$ cat src/rtl/shift_pkg.sv
// Shared definitions for the shift_pipe shift/rotate unit: operation encoding
// and the width of the mode field carried down the pipeline.
package shift_pkg;

  localparam int MODE_W = 3;

  typedef enum logic [MODE_W-1:0] {
    MODE_SLL = 3'b000,
    MODE_SRL = 3'b001,
    MODE_SRA = 3'b010,
    MODE_ROL = 3'b011,
    MODE_ROR = 3'b100
  } mode_e;

endpackage

$ cat src/rtl/shift_stage.sv
// One pipeline stage of shift_pipe: conditionally shifts/rotates by DIST using
// the lowest remaining shamt bit, then registers the record under enable.
module shift_stage
  import shift_pkg::*;
#(
  parameter int  WIDTH   = 16,
  parameter int  DIST    = 1,
  parameter type stage_t = logic
) (
  input  logic   clk,
  input  logic   rst_n,
  input  logic   en,
  input  stage_t d,
  output stage_t q
);

  stage_t nxt;

  // Consumed shamt bit is dropped so the next stage always looks at bit 0;
  // carry is overwritten only when this stage actually moves bits out.
  always_comb begin
    nxt       = d;
    nxt.shamt = d.shamt >> 1;
    if (d.shamt[0]) begin
      case (d.mode)
        MODE_SLL: begin
          nxt.data  = d.data << DIST;
          nxt.carry = d.data[WIDTH-DIST];
        end
        MODE_SRL: begin
          nxt.data  = d.data >> DIST;
          nxt.carry = d.data[DIST-1];
        end
        MODE_SRA: begin
          nxt.data  = $unsigned($signed(d.data) >>> DIST);
          nxt.carry = d.data[DIST-1];
        end
        MODE_ROL: begin
          nxt.data  = {d.data[WIDTH-DIST-1:0], d.data[WIDTH-1:WIDTH-DIST]};
          nxt.carry = d.data[WIDTH-DIST];
        end
        MODE_ROR: begin
          nxt.data  = {d.data[DIST-1:0], d.data[WIDTH-1:DIST]};
          nxt.carry = d.data[DIST-1];
        end
        default: ;
      endcase
    end
  end

  always_ff @(posedge clk or negedge rst_n) begin
    if (!rst_n) begin
      q <= '0;
    end else if (en) begin
      q <= nxt;
    end
  end

endmodule

$ cat src/rtl/shift_pipe.sv
// Pipelined shift/rotate unit with tag side-band and valid/ready handshake;
// stage k shifts by 2^k and the whole pipe stalls when the output is blocked.
module shift_pipe
  import shift_pkg::*;
#(
  parameter int  WIDTH = 16,
  parameter int  TAG_W = 4,
  localparam int SW    = $clog2(WIDTH)
) (
  input  logic              clk,
  input  logic              rst_n,
  input  logic              in_valid,
  output logic              in_ready,
  input  logic [WIDTH-1:0]  in_data,
  input  logic [SW-1:0]     in_shamt,
  input  logic [MODE_W-1:0] in_mode,
  input  logic [TAG_W-1:0]  in_tag,
  output logic              out_valid,
  input  logic              out_ready,
  output logic [WIDTH-1:0]  out_data,
  output logic              out_carry,
  output logic              out_zero,
  output logic [TAG_W-1:0]  out_tag
);

  typedef struct packed {
    logic [WIDTH-1:0]  data;
    logic [SW-1:0]     shamt;
    logic [MODE_W-1:0] mode;
    logic [TAG_W-1:0]  tag;
    logic              carry;
    logic              valid;
  } stage_t;

  stage_t pipe [0:SW];
  logic   stall;

  assign stall     = out_valid && !out_ready;
  assign in_ready  = !stall;

  assign pipe[0] = '{data:  in_data,
                     shamt: in_shamt,
                     mode:  in_mode,
                     tag:   in_tag,
                     carry: 1'b0,
                     valid: in_valid};

  for (genvar k = 0; k < SW; k++) begin : g_stage
    shift_stage #(
      .WIDTH   (WIDTH),
      .DIST    (1 << k),
      .stage_t (stage_t)
    ) u_stage (
      .clk   (clk),
      .rst_n (rst_n),
      .en    (!stall),
      .d     (pipe[k]),
      .q     (pipe[k+1])
    );
  end

  // Zero flag is gated by valid so it reads 0 while the pipe is empty or in reset.
  assign out_valid = pipe[SW].valid;
  assign out_data  = pipe[SW].data;
  assign out_carry = pipe[SW].carry;
  assign out_tag   = pipe[SW].tag;
  assign out_zero  = pipe[SW].valid && (pipe[SW].data == '0);

endmodule

$ cat config.mk
export PLATFORM = sky130hd
export DESIGN_NAME = shift_pipe
export DESIGN_NICKNAME = d
export VERILOG_FILES = /design/src/rtl/shift_pkg.sv /design/src/rtl/shift_stage.sv /design/src/rtl/shift_pipe.sv
export SDC_FILE = /design/constraint.sdc
export NUM_CORES = 1
export LEC_CHECK = 0
export BUFFER_PORTS_ARGS = -buffer_cell sky130_fd_sc_hd__buf_2
export CORE_ASPECT_RATIO = 0.9
export CORE_UTILIZATION = 50
export CTS_CLUSTER_DIAMETER = 80
export DETAILED_ROUTE_END_ITERATION = 16
export PLACE_DENSITY = 0.72
export RECOVER_POWER = 100
export SLEW_MARGIN = 20
export SYNTH_ARGS = -nofsm -noshare
export SYNTH_HDL_FRONTEND = slang
export SYNTH_SLANG_ARGS = --single-unit
$ cat constraint.sdc
create_clock -name clk -period 1.6 [get_ports clk]
set_input_delay 0.08 -clock clk [delete_from_list [all_inputs] [get_ports clk]]
set_output_delay 0.08 -clock clk [all_outputs]
set_load 0.05 [all_outputs]
# Word-level counts from Yosys, hierarchy flattened
# Cells that the tools add are included.
# op_classes
n_reduce_logical,18
eq_ne,16
addsub,0
bitwise_logic,0
shifts,0
order_cmp,0
mux,16
n_div,0
mul,0
# ops
op,n
$pmux W16 S5,3
$mux W16,4
$pmux W16 S4,1
$eq A3 B2 Y1 const B,8
$logic_not A16 Y1,1
$eq A3 B1 Y1 const B,4
$eq A3 B3 Y1 const B,4
$logic_not A3 Y1,4
$reduce_or A3 Y1,4
$reduce_or A2 Y1,5
$pmux W1 S2,4
$mux W1,4
$logic_and A1 B1 Y1,2
$logic_not A1 Y1,2
# word_totals
inputBits,31
memories,0
mem_bits_ro,0
latch_bits,0
reg_bits,103
mem_bits_rw,0
out_inout_bits,24
wordCells,72

# Logic depth before layout (Yosys ltp)
# logic_depth
word_depth,4
ltp_mapped,7
depth_no_buf,5

# Cells and area by module
# Synthesis repeated with hierarchy kept, for this count alone.
# unflattened
cells_unflattened,620
area_unflattened_um2,6785.3
# modules_own_cells
module,instances,area_each_um2,cells_each,seq_area_each_um2
shift_stage (g_stage[1].u_stage),1,1828.0,165,700.7
shift_stage (g_stage[0].u_stage),1,1711.6,139,700.7
shift_stage (g_stage[2].u_stage),1,1691.6,168,700.7
shift_stage (g_stage[3].u_stage),1,1493.9,140,700.7
shift_pipe,1,60.1,8,0.0

# Worst setup path before layout
# Ideal clock, no wire load.
# synth_timing
path_kind,flip-flop to output port
startpoint,reg g_stage[3].u_stage.q[14] in the netlist's numbering
endpoint,out out_zero
n_path_buf,0
path_slack_ps,-952
required_ps,1520
arrival_time_ps,2472
stages_incl_launch_ff,4
path_cell_list,dfrtp_1 nor4b_1 nand4_1 nor4_1
# synth_between
elab_chain_len,2
# synth_rtl
item,line_no,text
start: declaration,shift_stage.sv:14,output stage_t q
start signal: assignment,shift_stage.sv:55,q <= nxt;
$logic_not A16 Y1,shift_pipe.sv:67,assign out_zero = pipe[SW].valid && (pipe[SW].data == '0);
$logic_and A1 B1 Y1,shift_pipe.sv:67,
end: declaration,shift_pipe.sv:22,"output logic out_zero,"
# No other way between the ends.

# Worst setup path after layout
# layout_timing
startpoint,reg g_stage[3].u_stage.q[18] in the netlist's numbering
endpoint,out out_zero
# The elaborated chain is that of the path after synthesis.

==> metrics <==
RSZ-0062 raised after global routing true; clock share of power 14.3%; Final TNS setup -0.158 ns; initial antenna violation count 0; WP data required 1.52 ns; slew margin rel. 37.1%; Inserted Clock Buffers 9; Syn-to-layout area delta 17.1%; die span in x approximately 120 um; area of the multi-input gates 3230 um^2; HPWL Detailed 10700 um; first-pass GRT wire length 26600 um; Post-DP Area 6650 um^2; die height 106 um; All-Layer GR Usage a little over a quarter; leading cell types in the layout, fill and taps excluded nand2_1, dfrtp_1, nor2_1, o21ai_1, buf_2; number of synthesized flops with an enable pin 0; sequential share of the synthesized area between 40% and 50%; Bufs on Longest Clock Path 2; dominant synthesized flop cell dfrtp_1; yosys warns 0; Antenna Nets Post-Route 0; biggest registers after layout g_stage.u_stage.q: 103 flops; Mapped Cells between 700 and 800; Sinks on Clock Net 103; Max-cap violations 0; pin count of the biggest net entering global routing 104; worst-path maximum fanout 2; Synth cell types 60; combinational power share 50.6%; final cell count without fillers 933; core footprint approximately 12000 um^2; clock skew 0.0102 ns; most flop-heavy register g_stage.u_stage.q; layout cell share with drive strength beyond 1 17.8%; register bit total from synthesis just over 100; Synth Net Count ~750; DRC 0; Clk pin slew, worst setup/hold paths 0.07 ns; ant diodes 0; total congestion overflow 0; top layer in use met4; Peak VDD IR 0.000923 V; sw frac about 47%; Net Switching between 0.007 and 0.008 W; Largest register FFs 103; CP arrival 1.62 ns; violated checks setup timing; crit start category flop; Hold/Removal Path Class primary input to flop; CP most frequent cell nor4_4; outcome finished, violations left; Pins Over Slew Limit 0; met1 wire length 7060 um; vias per cell 6.00; ranking of synthesized cells by area dfrtp_1, nand2_1, o21ai_1; final WL 15800 um; vias in the first global route 5245; min cycle time layout around 1.7 ns; IO Port Bufs 54; Setup Crit Path Kind flop to output pin; Final Hold Fails 0; PnR worst setup slack -0.0968 ns; sequential share of power 35.0%; most common cell after layout, fill and taps aside nand2_1; CTS Root Cell clkbuf_16; Worst-Skew Late Latency 0.35 ns; CTS tree built; die area 12500 um^2; crit-path cells nor4_4, nand4_1, nor4_4, buf_6; CP max stage delay about 0.43 ns; Design Area, Final between 7000 and 8000 um^2; # fillers 1042; Setup Viol. Count Final 5; Synth top area share a little over two fifths; Initial DRC Count 538; ys async rst share 100%; Critical Path End Type output pin; I/O pin count 55; Int Power 0.00802 W; Avg Cell Area, Syn between 8 and 9 um^2; initial core utilization 52.0%; num rows 37; final net count 803; drt pass-1 iters 5; met2 wire length 7490 um; met3 WL post-DR 966 um; slowest CP cell dfrtp_2; FF+latch area 2590 um^2; Post-Syn Area 6020 um^2; most area-hungry cell type in the Yosys netlist dfrtp_1; Pleak 3.09 nW; total via count in the routed design 5597; Worst Tran Pin Value 0.943 ns; Max Fclk 589 MHz; DP Cell Count 905; pre-CTS setup slack -0.0214 ns; # H-tree levels 3; Routability Congestion around 0.84; Final Cycle Share 106%; pwr/cell area roughly 2100 nW/um^2; wire length per cell 16.9 um
-- final timing paths --
| path | slack, ns | endpoint | depth (start not counted) | from |
|---|---|---|---|---|
| worst max-delay path | -0.1 | out_zero | 4 | g_stage[3].u_stage.q[18] |
| worst min-delay path | 0.07 | g_stage[0].u_stage.q[13] | 2 | in_shamt[0] |
| worst max register to register | -0.03 | g_stage[2].u_stage.q[15] | 5 | g_stage[1].u_stage.q[7] |
| worst min register to register | 0.47 | g_stage[0].u_stage.q[0] | 2 | g_stage[0].u_stage.q[0] |
| max in group asynchronous | 0.38 | g_stage[3].u_stage.q[0] | 3 | rst_n |
| min in group asynchronous | 0.51 | g_stage[1].u_stage.q[17] | 3 | rst_n |
-- timing repair --
| action | in CTS | in global routing |
|---|---|---|
| pin swaps | 3 | 1 |
| resized for setup | 7 | 13 |
| hold buffers | 9 | 0 |
| hold endpoints to repair | 111 | 0 |
| setup buffers | 2 | 1 |
| setup endpoints to repair | 8 | 16 |
-- cell usage after synthesis, types with 8 or more instances --
master / n
a221oi_1: 10
a32o_1: 8
and3_1: 23
buf_2: 22
clkbuf_1: 24
dfrtp_1: 103
mux2i_1: 12
nand2_1: 208
nand2b_1: 11
nor2_1: 54
o21a_1: 10
o21ai_0: 15
o21ai_1: 50
o221ai_1: 26
o22ai_1: 19
-- stage by stage --
stage               total power, W  hold slack, ns  util, %
CTS                         0.0151          0.0430     61.1
floorplan                   0.0105          -0.216        -
finish                      0.0150          0.0689     61.0
global placement            0.0126           0.194     57.5
global route                0.0161          0.0767     61.0
detailed placement          0.0128           0.202     57.5
-- worst max-delay path, delay by kind of cell, from the launching register on --
kind          cells  cell delay, ns
flops             1            0.43
buf+inv           1            0.19
simple gates      3            0.64
-- metal layers --
metal	up-vias	global-route usage, %
met5	-	0
met4	0	8.06
met3	23	4.61
met2	230	42.0
met1	2715	36.9
li1	2629	-
-- power by group through the flow --
stage	registers (W)	logic (W)	clock network, W
floorplan	0.00571	0.00474	0
global placement	0.00517	0.00738	0
detailed placement	0.00523	0.00758	0
CTS	0.00521	0.00767	0.00220
global route	0.00544	0.00835	0.00230
finish	0.00526	0.00761	0.00216
-- kinds of logic (layout without fill, tap and decap cells) --
family | Yosys count | count (layout) | share of synthesized area, %
AOI/OAI and AO/OA | 175 | 175 | 20.3
DFF | 103 | 103 | 42.8
buffers and inverters | 64 | 126 | 5.13
and+or+nand+nor | 340 | 340 | 25.3
muxes | 19 | 19 | 3.30
adders and majority gates | 7 | 7 | 1.16
xor gates and xnor gates | 7 | 7 | 2.02
-- layout make-up --
cell class | count | share of cell area, %
Clock buffer | 10 | 3.39
Clock inverter | 6 | 0.745
Inverter | 4 | 0.213
Multi-Input combinational cell | 548 | 45.7
Sequential cell | 103 | 36.8
Tap cell | 156 | 2.77
Timing Repair Buffer | 106 | 10.4
Power figures use the tool's default switching activity.
